## config.mk

```make
export PLATFORM = sky130hd
export DESIGN_NAME = riscv_multicycle_controller_flat
export DESIGN_NICKNAME = d
export VERILOG_FILES = /design/src/rtl/riscv_pkg.sv /design/src/rtl/riscv_multicycle_controller_if.sv /design/src/rtl/riscv_alu_decoder.sv /design/src/rtl/riscv_multicycle_controller.sv /design/src/flat_wrapper.sv
export SDC_FILE = /design/constraint.sdc
export NUM_CORES = 1
export LEC_CHECK = 0
export ABC_AREA = 1
export CORE_MARGIN = 5
export CORE_UTILIZATION = 37
export CTS_CLUSTER_SIZE = 8
export DETAILED_ROUTE_END_ITERATION = 16
export MAX_ROUTING_LAYER = met4
export PLACE_DENSITY = 0.85
export RECOVER_POWER = 100
export SLEW_MARGIN = 10
export SYNTH_ARGS = -nofsm -noshare
export SYNTH_HDL_FRONTEND = slang
export SYNTH_SLANG_ARGS = --single-unit
export TNS_END_PERCENT = 100
```

## constraint.sdc

```tcl
create_clock -name clk -period 1.85 [get_ports clk]
set_input_delay 0.37 -clock clk [delete_from_list [all_inputs] [get_ports clk]]
set_output_delay 0.37 -clock clk [all_outputs]
set_load 0.05 [all_outputs]
```

## src/rtl/riscv_pkg.sv

```systemverilog
// Shared encodings for the multicycle RISC-V controller: opcodes, control-field codes,
// FSM state encoding and the immediate-format decode.
package riscv_pkg;

    localparam int unsigned StateW = 4;

    localparam logic [6:0] OpLoad   = 7'b0000011;
    localparam logic [6:0] OpStore  = 7'b0100011;
    localparam logic [6:0] OpRtype  = 7'b0110011;
    localparam logic [6:0] OpItype  = 7'b0010011;
    localparam logic [6:0] OpBranch = 7'b1100011;
    localparam logic [6:0] OpJal    = 7'b1101111;
    localparam logic [6:0] OpJalr   = 7'b1100111;
    localparam logic [6:0] OpLui    = 7'b0110111;

    typedef enum logic [2:0] {
        AluAdd = 3'b000,
        AluSub = 3'b001,
        AluAnd = 3'b010,
        AluOr  = 3'b011,
        AluSlt = 3'b101
    } alu_ctrl_e;

    typedef enum logic [2:0] {
        ImmI = 3'b000,
        ImmS = 3'b001,
        ImmB = 3'b010,
        ImmJ = 3'b011,
        ImmU = 3'b100
    } imm_src_e;

    typedef enum logic [1:0] {
        ResAluOut    = 2'b00,
        ResData      = 2'b01,
        ResAluResult = 2'b10,
        ResImmExt    = 2'b11
    } result_src_e;

    typedef enum logic [1:0] {
        SrcAPc    = 2'b00,
        SrcAOldPc = 2'b01,
        SrcARegA  = 2'b10
    } src_a_e;

    typedef enum logic [1:0] {
        SrcBRegB = 2'b00,
        SrcBImm  = 2'b01,
        SrcBFour = 2'b10
    } src_b_e;

    typedef enum logic [1:0] {
        AluClsR,
        AluClsI,
        AluClsOther
    } alu_class_e;

    typedef enum logic [StateW-1:0] {
        StFetch    = 4'd0,
        StDecode   = 4'd1,
        StMemAdr   = 4'd2,
        StMemRead  = 4'd3,
        StMemWb    = 4'd4,
        StMemWrite = 4'd5,
        StExecR    = 4'd6,
        StExecI    = 4'd7,
        StAluWb    = 4'd8,
        StBranch   = 4'd9,
        StJalr     = 4'd10,
        StJal      = 4'd11,
        StLui      = 4'd12
    } state_e;

    function automatic imm_src_e imm_src_dec(logic [6:0] op);
        case (op)
            OpLoad, OpItype, OpJalr: return ImmI;
            OpStore:                 return ImmS;
            OpBranch:                return ImmB;
            OpJal:                   return ImmJ;
            OpLui:                   return ImmU;
            default:                 return ImmI;
        endcase
    endfunction

endpackage

```

## src/rtl/riscv_multicycle_controller_if.sv

```systemverilog
// Controller <-> datapath bundle: decoded instruction fields and flags in, control strobes out.
interface riscv_multicycle_controller_if
    import riscv_pkg::*;
#(
    parameter int unsigned STATE_W = StateW
);
    logic [6:0]         op;
    logic [2:0]         func3;
    logic [6:0]         func7;
    logic               zero;
    logic               neg;
    logic               memReady;

    logic               PCWrite;
    logic               adrSrc;
    logic               memWrite;
    logic               IRWrite;
    logic               regWrite;
    logic [1:0]         resultSrc;
    logic [1:0]         ALUSrcA;
    logic [1:0]         ALUSrcB;
    logic [2:0]         ALUControl;
    logic [2:0]         immSrc;
    logic               instrDone;
    logic [STATE_W-1:0] state;

    modport master (
        input  op, func3, func7, zero, neg, memReady,
        output PCWrite, adrSrc, memWrite, IRWrite, regWrite, resultSrc, ALUSrcA, ALUSrcB,
               ALUControl, immSrc, instrDone, state
    );

    modport slave (
        output op, func3, func7, zero, neg, memReady,
        input  PCWrite, adrSrc, memWrite, IRWrite, regWrite, resultSrc, ALUSrcA, ALUSrcB,
               ALUControl, immSrc, instrDone, state
    );
endinterface

```

## src/rtl/riscv_alu_decoder.sv

```systemverilog
// ALU operation select for the execute states; R-type honours func7[5] for sub.
module riscv_alu_decoder
    import riscv_pkg::*;
(
    input  alu_class_e alu_class_i,
    input  logic [2:0] func3_i,
    input  logic       func7_5_i,
    output alu_ctrl_e  alu_ctrl_o
);
    always_comb begin
        alu_ctrl_o = AluAdd;
        if (alu_class_i != AluClsOther) begin
            case (func3_i)
                3'b000:  alu_ctrl_o = (alu_class_i == AluClsR && func7_5_i) ? AluSub : AluAdd;
                3'b111:  alu_ctrl_o = AluAnd;
                3'b110:  alu_ctrl_o = AluOr;
                3'b010:  alu_ctrl_o = AluSlt;
                default: alu_ctrl_o = AluAdd;
            endcase
        end
    end
endmodule

```

## src/rtl/riscv_multicycle_controller.sv

```systemverilog
// Moore FSM sequencing a shared-memory multicycle RISC-V datapath; memory states
// stall on memReady, and reset masks every write strobe.
module riscv_multicycle_controller
    import riscv_pkg::*;
#(
    parameter int unsigned STATE_W = StateW
) (
    input  logic                         clk,
    input  logic                         rst,
    riscv_multicycle_controller_if.master bus
);
    state_e      state_q, state_d;
    logic        pc_write, ir_write, reg_write, mem_write, instr_done, adr_src;
    result_src_e result_src;
    src_a_e      src_a;
    src_b_e      src_b;
    alu_class_e  alu_class;
    alu_ctrl_e   alu_fixed, alu_dec;
    logic        unused_func7;

    assign unused_func7 = ^{bus.func7[6], bus.func7[4:0]};

    riscv_alu_decoder u_alu_decoder (
        .alu_class_i (alu_class),
        .func3_i     (bus.func3),
        .func7_5_i   (bus.func7[5]),
        .alu_ctrl_o  (alu_dec)
    );

    always_ff @(posedge clk or posedge rst) begin
        if (rst) begin
            state_q <= StFetch;
        end else begin
            state_q <= state_d;
        end
    end

    always_comb begin
        state_d    = StFetch;
        pc_write   = 1'b0;
        ir_write   = 1'b0;
        reg_write  = 1'b0;
        mem_write  = 1'b0;
        instr_done = 1'b0;
        adr_src    = 1'b0;
        result_src = ResAluOut;
        src_a      = SrcAPc;
        src_b      = SrcBRegB;
        alu_class  = AluClsOther;
        alu_fixed  = AluAdd;
        case (state_q)
            StFetch: begin
                src_b      = SrcBFour;
                result_src = ResAluResult;
                ir_write   = bus.memReady;
                pc_write   = bus.memReady;
                state_d    = bus.memReady ? StDecode : StFetch;
            end
            StDecode: begin
                src_a = SrcAOldPc;
                src_b = SrcBImm;
                case (bus.op)
                    OpLoad, OpStore: state_d = StMemAdr;
                    OpRtype:         state_d = StExecR;
                    OpItype:         state_d = StExecI;
                    OpBranch:        state_d = StBranch;
                    OpJal:           state_d = StJal;
                    OpJalr:          state_d = StJalr;
                    OpLui:           state_d = StLui;
                    default: begin
                        // Unknown opcodes retire here as a NOP.
                        state_d    = StFetch;
                        instr_done = 1'b1;
                    end
                endcase
            end
            StMemAdr: begin
                src_a   = SrcARegA;
                src_b   = SrcBImm;
                state_d = (bus.op == OpLoad) ? StMemRead : StMemWrite;
            end
            StMemRead: begin
                adr_src = 1'b1;
                state_d = bus.memReady ? StMemWb : StMemRead;
            end
            StMemWb: begin
                result_src = ResData;
                reg_write  = 1'b1;
                instr_done = 1'b1;
            end
            StMemWrite: begin
                adr_src    = 1'b1;
                mem_write  = 1'b1;
                instr_done = bus.memReady;
                state_d    = bus.memReady ? StFetch : StMemWrite;
            end
            StExecR: begin
                src_a     = SrcARegA;
                alu_class = AluClsR;
                state_d   = StAluWb;
            end
            StExecI: begin
                src_a     = SrcARegA;
                src_b     = SrcBImm;
                alu_class = AluClsI;
                state_d   = StAluWb;
            end
            StAluWb: begin
                reg_write  = 1'b1;
                instr_done = 1'b1;
            end
            StBranch: begin
                src_a      = SrcARegA;
                alu_fixed  = AluSub;
                instr_done = 1'b1;
                case (bus.func3)
                    3'b000:  pc_write = bus.zero;
                    3'b001:  pc_write = ~bus.zero;
                    3'b100:  pc_write = bus.neg;
                    3'b101:  pc_write = ~bus.neg;
                    default: pc_write = 1'b0;
                endcase
            end
            StJalr: begin
                src_a   = SrcARegA;
                src_b   = SrcBImm;
                state_d = StJal;
            end
            StJal: begin
                // PC loads the target already in ALUOut while the ALU forms the link value.
                pc_write = 1'b1;
                src_a    = SrcAOldPc;
                src_b    = SrcBFour;
                state_d  = StAluWb;
            end
            StLui: begin
                result_src = ResImmExt;
                reg_write  = 1'b1;
                instr_done = 1'b1;
            end
            default: state_d = StFetch;
        endcase
    end

    assign bus.PCWrite    = pc_write & ~rst;
    assign bus.IRWrite    = ir_write & ~rst;
    assign bus.regWrite   = reg_write & ~rst;
    assign bus.memWrite   = mem_write & ~rst;
    assign bus.instrDone  = instr_done & ~rst;
    assign bus.adrSrc     = adr_src;
    assign bus.resultSrc  = result_src;
    assign bus.ALUSrcA    = src_a;
    assign bus.ALUSrcB    = src_b;
    assign bus.ALUControl = (alu_class == AluClsOther) ? alu_fixed : alu_dec;
    assign bus.immSrc     = imm_src_dec(bus.op);
    assign bus.state      = STATE_W'(state_q);
endmodule

```

## src/flat_wrapper.sv

```systemverilog
// flat-port wrapper written by rule: the top's interface ports become plain ports
module riscv_multicycle_controller_flat import riscv_pkg::*;
#(
    parameter int unsigned STATE_W = StateW
)
  (clk, rst, bus_op, bus_func3, bus_func7, bus_zero, bus_neg, bus_memReady, bus_PCWrite, bus_adrSrc, bus_memWrite, bus_IRWrite, bus_regWrite, bus_resultSrc, bus_ALUSrcA, bus_ALUSrcB, bus_ALUControl, bus_immSrc, bus_instrDone, bus_state);
  riscv_multicycle_controller_if #(.STATE_W(STATE_W)) bus_i ();
  input  logic clk;
  input  logic rst;
  input wire logic [$bits(bus_i.op)-1:0] bus_op;
  input wire logic [$bits(bus_i.func3)-1:0] bus_func3;
  input wire logic [$bits(bus_i.func7)-1:0] bus_func7;
  input wire logic [$bits(bus_i.zero)-1:0] bus_zero;
  input wire logic [$bits(bus_i.neg)-1:0] bus_neg;
  input wire logic [$bits(bus_i.memReady)-1:0] bus_memReady;
  output wire logic [$bits(bus_i.PCWrite)-1:0] bus_PCWrite;
  output wire logic [$bits(bus_i.adrSrc)-1:0] bus_adrSrc;
  output wire logic [$bits(bus_i.memWrite)-1:0] bus_memWrite;
  output wire logic [$bits(bus_i.IRWrite)-1:0] bus_IRWrite;
  output wire logic [$bits(bus_i.regWrite)-1:0] bus_regWrite;
  output wire logic [$bits(bus_i.resultSrc)-1:0] bus_resultSrc;
  output wire logic [$bits(bus_i.ALUSrcA)-1:0] bus_ALUSrcA;
  output wire logic [$bits(bus_i.ALUSrcB)-1:0] bus_ALUSrcB;
  output wire logic [$bits(bus_i.ALUControl)-1:0] bus_ALUControl;
  output wire logic [$bits(bus_i.immSrc)-1:0] bus_immSrc;
  output wire logic [$bits(bus_i.instrDone)-1:0] bus_instrDone;
  output wire logic [$bits(bus_i.state)-1:0] bus_state;
  assign bus_i.op = bus_op;
  assign bus_i.func3 = bus_func3;
  assign bus_i.func7 = bus_func7;
  assign bus_i.zero = bus_zero;
  assign bus_i.neg = bus_neg;
  assign bus_i.memReady = bus_memReady;
  assign bus_PCWrite = bus_i.PCWrite;
  assign bus_adrSrc = bus_i.adrSrc;
  assign bus_memWrite = bus_i.memWrite;
  assign bus_IRWrite = bus_i.IRWrite;
  assign bus_regWrite = bus_i.regWrite;
  assign bus_resultSrc = bus_i.resultSrc;
  assign bus_ALUSrcA = bus_i.ALUSrcA;
  assign bus_ALUSrcB = bus_i.ALUSrcB;
  assign bus_ALUControl = bus_i.ALUControl;
  assign bus_immSrc = bus_i.immSrc;
  assign bus_instrDone = bus_i.instrDone;
  assign bus_state = bus_i.state;
  riscv_multicycle_controller #(.STATE_W(STATE_W)) u_core (.clk(clk), .rst(rst), .bus(bus_i));
endmodule
```

==> results of run 1 <==
-- Yosys cell counts --
cell     count
a21oi_1      5
a31oi_1      2
dfrtp_1      4
inv_1       17
inv_2        6
inv_4        1
nand2_1     28
nand2_2      5
nand3_1      7
nor2_1      18
nor2_2       5
nor2_4       1
nor3_1       5
nor3_2       2
nor4_1       1
nor4_2       1
o21a_1       1
o21ai_0      3
o21ai_1      3
o21ai_2      1
o22ai_1      1
-- timing repair --
item | CTS
endpoints found under the setup margin | 10
setup buffers | 5
resized for setup | 34
pin swaps | 13
-- metrics by stage --
step	utilization (%)	instances
3_5_place_dp	89.41	187
4_1_cts	96.39	195
3_3_place_gp	89.41	187
2_1_floorplan	-	117
-- logic make-up after synthesis --
| family | Yosys count | synth area share, % |
|---|---|---|
| DFF | 4 | 15.94 |
| buffers and inverters | 24 | 14.74 |
| and+or+nand+nor | 73 | 54.98 |
| AOI/OAI and AO/OA | 16 | 14.34 |
==> impl_metrics.yaml, run 1 <==
logic_synthesis:
  synth.avg_cell_area_um2: 5.368
  synth_warnings: 0
  yosys.area.top_type_share_pct: 16.73
  synth_area_leaders: "nand2_1 17%, dfrtp_1 16%, nor2_1 11%, inv_1 10%, nand3_1 5.6%"
  synth_seq_cells: 4
  syn-num-nets: 139
  syn_inst: 117
  synth_area_um2: 628.1
  yosysTopAreaCell: "nand2_1"
  synth_seq_area_share_pct: 15.94
  yosysUniqueCellTypes: 21
clocking:
  cts_made_buffers: 3
  clockBufferDepth: 2
  root_buffer: "clkbuf_4"
  h-tree-depth: 1
  hold_buffers: 0
  cts_sinks: 4
floorplanning:
  die_w_um: 51.20
  pin_count: 44
  initial_core_util_pct: 40.29
  die_h_um: 51.20
  num_rows: 14
place:
  post-dp-hpwl_mm: 2.217
  placed_area_um2: 1394
  dp_slack_ns: -0.3263
  port_buffers: 37
  routabilityCongestion: 0.9505
global_routing:
  grt_max_degree: 6
timing:
  worstEndpointType: "output port"
  grt-worst-endpoint: "bus_PCWrite"
run_status:
  status: "aborted with a tool error"
  stop_stage: "global routing"
  firstError: "[ERROR DPL-0038] Utilization greater than 100%, impossible to legalize"
==> inputs of run 2 (changes only) <==
CORE_AREA = 5 5 66 68   (was default)
CORE_MARGIN = default   (was 5)
CORE_UTILIZATION = default   (was 37)
CTS_CLUSTER_SIZE = default   (was 8)
DIE_AREA = 0 0 71 73   (was default)
MAX_ROUTING_LAYER = default   (was met4)
PLACE_DENSITY = default   (was 0.85)
PLACE_DENSITY_LB_ADDON = 0.15   (was default)
==> impl_metrics.yaml, run 2 <==
clocking:
  h-tree-depth: 1
  root_buffer: "clkbuf_8"
  tritoncts: "done"
  cts_sinks: 4
  cts_made_buffers: 3
  clk_latency_ns: 0.22
  path_clk_slew_ns: 0.03
  clockBufferDepth: 2
  hold_buffers: 0
power:
  power_mw: 0.7595
  peakVddDrop_mv: 0.1810
  powerDensity_nw_per_um2: 431.4
  p_leak_nw: 0.8644
global_routing:
  grt_max_degree: 7
  track_usage_pct: 10.50
  grt_pass1_wl_mm: 4.485
  first_global_vias: 1096
  grt.overflow.total: 0
  grt_antenna_before_repair: 0
floorplanning:
  pin_count: 44
  initial_core_util_pct: 16.53
  num_rows: 23
  die_h_um: 73
  dieArea_um2: 5183
  die_w_um: 71
  core-area_um2: 3799
timing:
  period_share_pct: 100.2
  setup_viol: 1
  worst_pin_slew_ns: 0.2561
  worst_hold_slack_ns: 0.5664
  rsz0062_at_grt: "true"
  timing.final.ws_setup_ns: -0.004249
  clock_skew_ns: 0.001550
  max_freq_mhz: 539.3
  slew_headroom_pct: 82.80
  finalHoldViolations: 0
  min_period_ns: 1.854
  slew_viol_final: 0
logic_synthesis:
  yosysUniqueCellTypes: 21
  yosysTopAreaCell: "nand2_1"
  synth_area_leaders: "nand2_1 17%, dfrtp_1 16%, nor2_1 11%, inv_1 10%, nand3_1 5.6%"
  syn_inst: 117
  synth-edff-count: 0
  ys.flop_type: "dfrtp_1"
  synth_seq_cells: 4
  synthArstFlopShare_pct: 100.0
  synth_common_cells: "28 x nand2_1, 18 x nor2_1, 17 x inv_1"
  synth_warnings: 0
  syn-num-nets: 139
  synth_seq_area_share_pct: 15.94
  synth_most_common_cell: "nand2_1"
  synth_area_um2: 628.1
  synth.avg_cell_area_um2: 5.368
  yosys.area.top_type_share_pct: 16.73
drt:
  drt_iter0_drc: 38
  top_layer: "met4"
  post_drt_wl_per_cell_um: 11.27
  post_drt_via_cell_ratio: 4.225
  drc: 0
  dr_wl_met2_mm: 1.442
  firstDrtPassIters: 4
  met1Wirelength_um: 998
  wl_met3_um: 204
  totalWireLength_mm: 2.704
  ant_nets: 0
  via_count: 1014
worst_setup_path:
  end_kind: "output pin"
  path_delay_family: "flip-flops"
  cp_max_fo: 6
  startpoint_type: "flop"
  worstPathCellList: "inv_2 -> nand2_4 -> inv_2 -> nand2_4 -> o21ai_2 -> a21oi_2 -> a21oi_4 -> buf_12"
  reg2reg_depth: 7
  path_depth: 8
  cp_num_buf_inv: 3
  cp.arrival_ns: 1.48
  required_ns: 1.48
  slowest_delay_ns: 0.44
  critical_path_class: "reg -> out"
  cpMaxStageDelayCell: "dfrtp_2"
hold_path:
  hp-class: "in -> reg"
  hold_depth: 3
cells_and_area:
  fillers: 382
  final_common_cell: "buf_4"
  final_cells: 240
  diodes: 0
  largest_reg_flops: 4
  syn_to_final_growth_pct: 180.3
  drive_above_1_share_pct: 67.89
  final_cell_mix: "36 x buf_4, 19 x nand2_1, 18 x buf_12"
  num-nets-final: 214
run_status:
  violations: "negative setup slack"
  status: "complete, but fails checks"
place:
  post-dp-hpwl_mm: 2.117
  placed_cells: 220
  routabilityCongestion: 0.8514
  port_buffers: 37
  dp_slack_ns: -0.3189
run:
  drv_cap: 0
run 2: cell counts after synthesis:
No cell type changed its count.
run 2: kinds of logic (layout without fill, tap and decap cells):
| family | after synthesis | count (layout) | synth area share, % |
|---|---|---|---|
| and+or+nand+nor | 73 | 73 | 54.98 |
| DFF | 4 | 4 | 15.94 |
| buffers and inverters | 24 | 97 | 14.74 |
| AOI/OAI and AO/OA | 16 | 16 | 14.34 |
run 2: layer usage:
layer	vias to the layer above	global-route usage (%)
li1	519	-
met1	444	10.64
met2	44	20.08
met3	7	2.755
met4	0	4.593
met5	-	0
run 2: worst paths after layout:
check / from / endpoint / slack (ns)
setup / recovery: u_core.bus.state[1] / bus_instrDone / -0.004
hold / removal: bus_op[4] / u_core.bus.state[2] / 0.57
min in group asynchronous: rst / u_core.bus.state[3] / 0.71
max in group asynchronous: rst / u_core.bus.state[0] / 0.99
setup reg to reg: u_core.bus.state[3] / u_core.bus.state[0] / 0.47
hold reg to reg: u_core.bus.state[1] / u_core.bus.state[3] / 0.64
run 2: report_power, final:
| group | internal, mW | leakage [nW] | total [mW] | switching (mW) |
|---|---|---|---|---|
| clock network | 0.139 | 0.0216 | 0.185 | 0.0463 |
| registers | 0.0939 | 0.0480 | 0.105 | 0.0113 |
| logic | 0.208 | 0.795 | 0.469 | 0.261 |
| total | 0.440 | 0.864 | 0.759 | 0.319 |
run 2: layout make-up:
cell class,count,area [um2],area share [%]
multi-input cells,89,665.6,37.81
well taps,50,62.56,3.554
flip-flops and latches,4,105.1,5.970
repair buffers,70,793.3,45.06
inverters,24,92.59,5.259
clock buffers,3,41.29,2.345
run 2: metrics by stage:
| stage | TNS (ns) | instance area [um2] | util, % |
|---|---|---|---|
| after global placement | -0.9522 | 1429 | 37.62 |
| after detailed placement | -1.065 | 1429 | 37.62 |
| final | -0.004249 | 1760 | 46.34 |
| after floorplan | -0.09209 | 705.7 | - |
| after global routing | -0.2013 | 1760 | 46.34 |
| after CTS | -0.02917 | 1620 | 42.65 |
run 2: what timing repair did:
item	CTS	global route
hold endpoints to repair	0	0
resized for setup	39	31
setup endpoints to repair	8	8
setup buffers	11	6
pin swaps	13	17
run 2: tightest hold or removal path, stage by stage:
cell and delay (ns):
buf_2 0.13, a31oi_1 0.10, o21ai_1 0.14
Note: power is estimated with default switching activity, not from simulation.
==> inputs of run 3 (changes only) <==
TNS_END_PERCENT = 30   (was 100)
==> impl_metrics.yaml, run 3 (synthesis results as in run 2) <==
run_status:
  violations: "negative setup slack"
  status: "complete, but fails checks"
drt:
  drt_iter0_drc: 16
  post_drt_via_cell_ratio: 4.220
  ant_nets: 0
  drc: 0
  post_drt_wl_per_cell_um: 10.97
  totalWireLength_mm: 2.589
  firstDrtPassIters: 4
  via_count: 996
global_routing:
  grt_max_degree: 7
  track_usage_pct: 10.73
  grt.overflow.total: 0
  grt_pass1_wl_mm: 4.457
  grt_antenna_before_repair: 0
  first_global_vias: 1041
cells_and_area:
  largest_reg_flops: 4
  final_common_cell: "buf_4"
  drive_above_1_share_pct: 61.29
  fillers: 381
  postLayoutCellArea_um2: 1664
  final_cells: 236
  syn_to_final_growth_pct: 164.9
  diodes: 0
  num-nets-final: 209
  final_cell_mix: "32 x buf_4, 20 x nand2_1, 18 x buf_12"
worst_setup_path:
  cp-endpoint: "bus_instrDone"
  cp_max_fo: 5
  startpoint_type: "flop"
  r2r_start: "u_core.bus.state[0]"
  reg2reg_depth: 7
  critical_path_class: "reg -> out"
  slowest_delay_ns: 0.45
  cp.arrival_ns: 1.49
  required_ns: 1.48
  worstPathCellList: "nor2_4 -> nand2_4 -> o21ai_4 -> a21oi_2 -> a21oi_4 -> buf_12"
  startpoint: "u_core.bus.state[3]"
  r2r-end: "u_core.bus.state[0]"
  cpMaxStageDelayCell: "dfrtp_2"
  end_kind: "output pin"
  r2r_slack_ns: 0.56
timing:
  slew_headroom_pct: 82.63
  finalHoldViolations: 0
  setup_viol: 1
  clock_skew_ns: 0.005723
  min_period_ns: 1.865
  period_share_pct: 100.8
  max_freq_mhz: 536.2
  worst_pin_slew_ns: 0.2587
  rsz0062_at_grt: "true"
  slew_viol_final: 0
  timing.final.ws_setup_ns: -0.01497
hold_path:
  hp-class: "in -> reg"
  hold_depth: 3
place:
  placed_area_um2: 1428
  post-dp-hpwl_mm: 2.090
  port_buffers: 37
  placed_cells: 220
  routabilityCongestion: 0.8336
clocking:
  cts_made_buffers: 3
  cts_sinks: 4
  h-tree-depth: 1
  clockBufferDepth: 2
  root_buffer: "clkbuf_8"
  tritoncts: "done"
  hold_buffers: 0
  path_clk_slew_ns: 0.03
  clk_latency_ns: 0.22
floorplanning:
  core-area_um2: 3799
  die_h_um: 73
  dieArea_um2: 5183
  num_rows: 23
  pin_count: 44
  initial_core_util_pct: 16.53
  die_w_um: 71
power:
  power_mw: 0.7397
  powerDensity_nw_per_um2: 444.5
  peakVddDrop_mv: 0.1407
  p_leak_nw: 0.8244
run:
  drv_cap: 0
run 3: cell count changes in the layout (fill, tap and decap cells not counted), moves of 2 or more:
cell and change:
buf_4 -4, dlymetal6s2s_1 -2, inv_1 +2, inv_2 -2, nand2_2 +2, nand2_4 -2
nor2_1 +4, nor2_4 -4
run 3: how the worst min path moves through the flow:
stage                        startpoint             endpoint
floorplan                           rst  u_core.bus.state[0]
finish                        bus_op[4]  u_core.bus.state[2]
global placement    u_core.bus.state[1]  u_core.bus.state[3]
CTS                           bus_op[4]  u_core.bus.state[2]
global route                  bus_op[4]  u_core.bus.state[2]
detailed placement  u_core.bus.state[1]  u_core.bus.state[3]
run 3: area by class of cell:
cell class	count	area (um2)	area share, %
inverters	24	92.59	5.564
flip-flops and latches	4	103.9	6.241
multi-input cells	89	614.3	36.92
repair buffers	65	745.7	44.81
clock buffers	4	45.04	2.707
well taps	50	62.56	3.759
run 3: worst max-delay path: cells and delay by family, from the launching register on:
family	cells	cell delay (ns)
flip-flops	1	0.45
AO/OA/AOI/OAI	3	0.39
AND/OR/NAND/NOR	2	0.27
buffers and inverters	1	0.15
run 3: timing repair:
item / CTS / global route
setup endpoints to repair: 8 / 9
setup buffers: 9 / 3
pin swaps: 19 / 8
gates resized for setup: 44 / 11
hold endpoints to repair: 0 / 0
run 3: metal layers:
metal | track usage, % | wire [um]
met1 | 11.55 | 1077
met2 | 19.98 | 1358
met3 | 2.204 | 132
met4 | 5.010 | 21
met5 | 0 | 0
run 3: stage by stage:
step,hold slack [ns],worst slack [ns],utilization [%],setup TNS (ns)
global route,0.5945,-0.08234,43.81,-0.2745
finish,0.5676,-0.01497,43.81,-0.01497
CTS,0.5544,-0.02315,42.26,-0.03109
global placement,0.6462,-0.3067,37.58,-0.9588
detailed placement,0.6229,-0.3640,37.58,-1.074
floorplan,0.1359,-0.09223,-,-0.3941
run 3: where the power goes:
| part | switching [mW] | internal [mW] |
|---|---|---|
| clock network | 0.0483 | 0.147 |
| logic | 0.248 | 0.193 |
| registers | 0.00994 | 0.0932 |
==> inputs of run 4 (changes only) <==
GPL_TIMING_DRIVEN = 0   (was default)
==> impl_metrics.yaml, run 4 (synthesis results as in run 2) <==
drt:
  totalWireLength_mm: 2.383
  post_drt_via_cell_ratio: 4.171
  via_count: 905
  post_drt_wl_per_cell_um: 10.98
  ant_nets: 0
  firstDrtPassIters: 4
  drt_iter0_drc: 7
  drc: 0
power:
  power_mw: 0.6409
  p_leak_nw: 0.6711
  powerDensity_nw_per_um2: 496.4
  peakVddDrop_mv: 0.1474
worst_setup_path:
  r2r_start: "u_core.bus.state[0]"
  cpMaxStageDelayCell: "dlygate4sd2_1"
  worstPathCellList: "dlygate4sd2_1 -> nand2_2 -> buf_4 -> nor3_4 -> nor2_2 -> nand3_2 -> a21oi_4 -> buf_6"
  startpoint_type: "primary input"
  cp.arrival_ns: 1.51
  path_delay_family: "buffers and inverters"
  end_kind: "output pin"
  required_ns: 1.48
  cp_num_buf_inv: 3
  startpoint: "bus_op[0]"
  slowest_delay_ns: 0.23
  cp_max_fo: 4
  critical_path_class: "in -> out"
clocking:
  hold_buffers: 0
  h-tree-depth: 1
  path_clk_slew_ns: 0.03
  root_buffer: "clkbuf_8"
  cts_sinks: 4
  clk_latency_ns: 0.22
  tritoncts: "done"
  cts_made_buffers: 3
  clockBufferDepth: 2
run_status:
  violations: "negative setup slack"
  status: "complete, but fails checks"
timing:
  rsz0062_at_grt: "true"
  slew_viol_final: 0
  max_freq_mhz: 533.0
  setup_viol: 2
  fin_tns_setup_ns: -0.03276
  min_period_ns: 1.876
  slew_headroom_pct: 59.11
  period_share_pct: 101.4
  finalHoldViolations: 0
  timing.final.ws_setup_ns: -0.02604
  worst_pin_slew_ns: 0.6159
  worst_hold_slack_ns: 0.3632
  clock_skew_ns: 0.002485
floorplanning:
  dieArea_um2: 5183
  pin_count: 44
  core-area_um2: 3799
  initial_core_util_pct: 16.53
  die_h_um: 73
  num_rows: 23
  die_w_um: 71
cells_and_area:
  multiInputGateArea_um2: 621.8
  diodes: 0
  postLayoutCellArea_um2: 1291
  syn_to_final_growth_pct: 105.6
  drive_above_1_share_pct: 57.49
  ff_latch_area_um2: 103.9
  final_cells: 217
  final_common_cell: "nand2_1"
  fillers: 454
  largest_reg_flops: 4
  num-nets-final: 190
  final_util_pct: 33.99
  final_cell_mix: "21 x nand2_1, 14 x inv_2, 12 x dlygate4sd2_1"
global_routing:
  grt_max_degree: 8
  grt_antenna_before_repair: 0
  first_global_vias: 958
  track_usage_pct: 9.745
  grt.overflow.total: 0
  grt_pass1_wl_mm: 4.091
place:
  placed_area_um2: 1137
  routabilityCongestion: 0.8424
  post-dp-hpwl_mm: 1.898
  dp_slack_ns: -0.9992
  port_buffers: 37
  placed_cells: 204
run:
  drv_cap: 0
hold_path:
  hp-class: "in -> async"
[run 4: cell types whose count changed in the layout (fill, tap and decap cells not counted), sizes merged]
cell | before | now
clkbuf | 4 | 14
clkdlybuf4s15 | 6 | 2
dlygate4sd2 | 4 | 12
buf | 51 | 19
dlygate4sd3 | 1 | 0
[run 4: what timing repair did]
| item | 4_1_cts | 5_1_grt |
|---|---|---|
| gates resized for setup | 139 | 23 |
| buffers inserted | 6 | 3 |
| pin swaps | 13 | 8 |
| setup endpoints to repair | 20 | 14 |
[run 4: worst paths after layout]
path | slack [ns] | end | cells after the start
setup / recovery | -0.03 | bus_instrDone | 8
hold reg to reg | 0.65 | u_core.bus.state[3] | 2
hold / removal | 0.36 | u_core.bus.state[1] | 2
max in group asynchronous | 1.32 | u_core.bus.state[2] | 2
setup reg to reg | 0.56 | u_core.bus.state[0] | 6
min in group clk | 0.56 | u_core.bus.state[2] | 3
[run 4: power by group]
group          total (mW)  internal (mW)  switching (mW)  leakage, nW
sequential          0.103         0.0931         0.00977       0.0493
combinational       0.339          0.109           0.230        0.599
clock               0.199          0.148          0.0514       0.0228
total               0.641          0.350           0.291        0.671
[run 4: final cells by class]
| type | instances | area share [%] |
|---|---|---|
| Timing Repair Buffer | 46 | 28.29 |
| Clock buffer | 4 | 3.488 |
| Tap cell | 50 | 4.845 |
| Inverter | 24 | 7.171 |
| Sequential cell | 4 | 8.043 |
| Multi-Input combinational cell | 89 | 48.16 |
[run 4: metal layers]
| layer | track usage (%) | routed length (um) | up-vias |
|---|---|---|---|
| li1 | - | - | 471 |
| met1 | 11.37 | 1027 | 384 |
| met2 | 15.76 | 1078 | 40 |
| met3 | 2.479 | 187 | 10 |
| met4 | 6.472 | 90 | 0 |
| met5 | 0 | 0 | - |
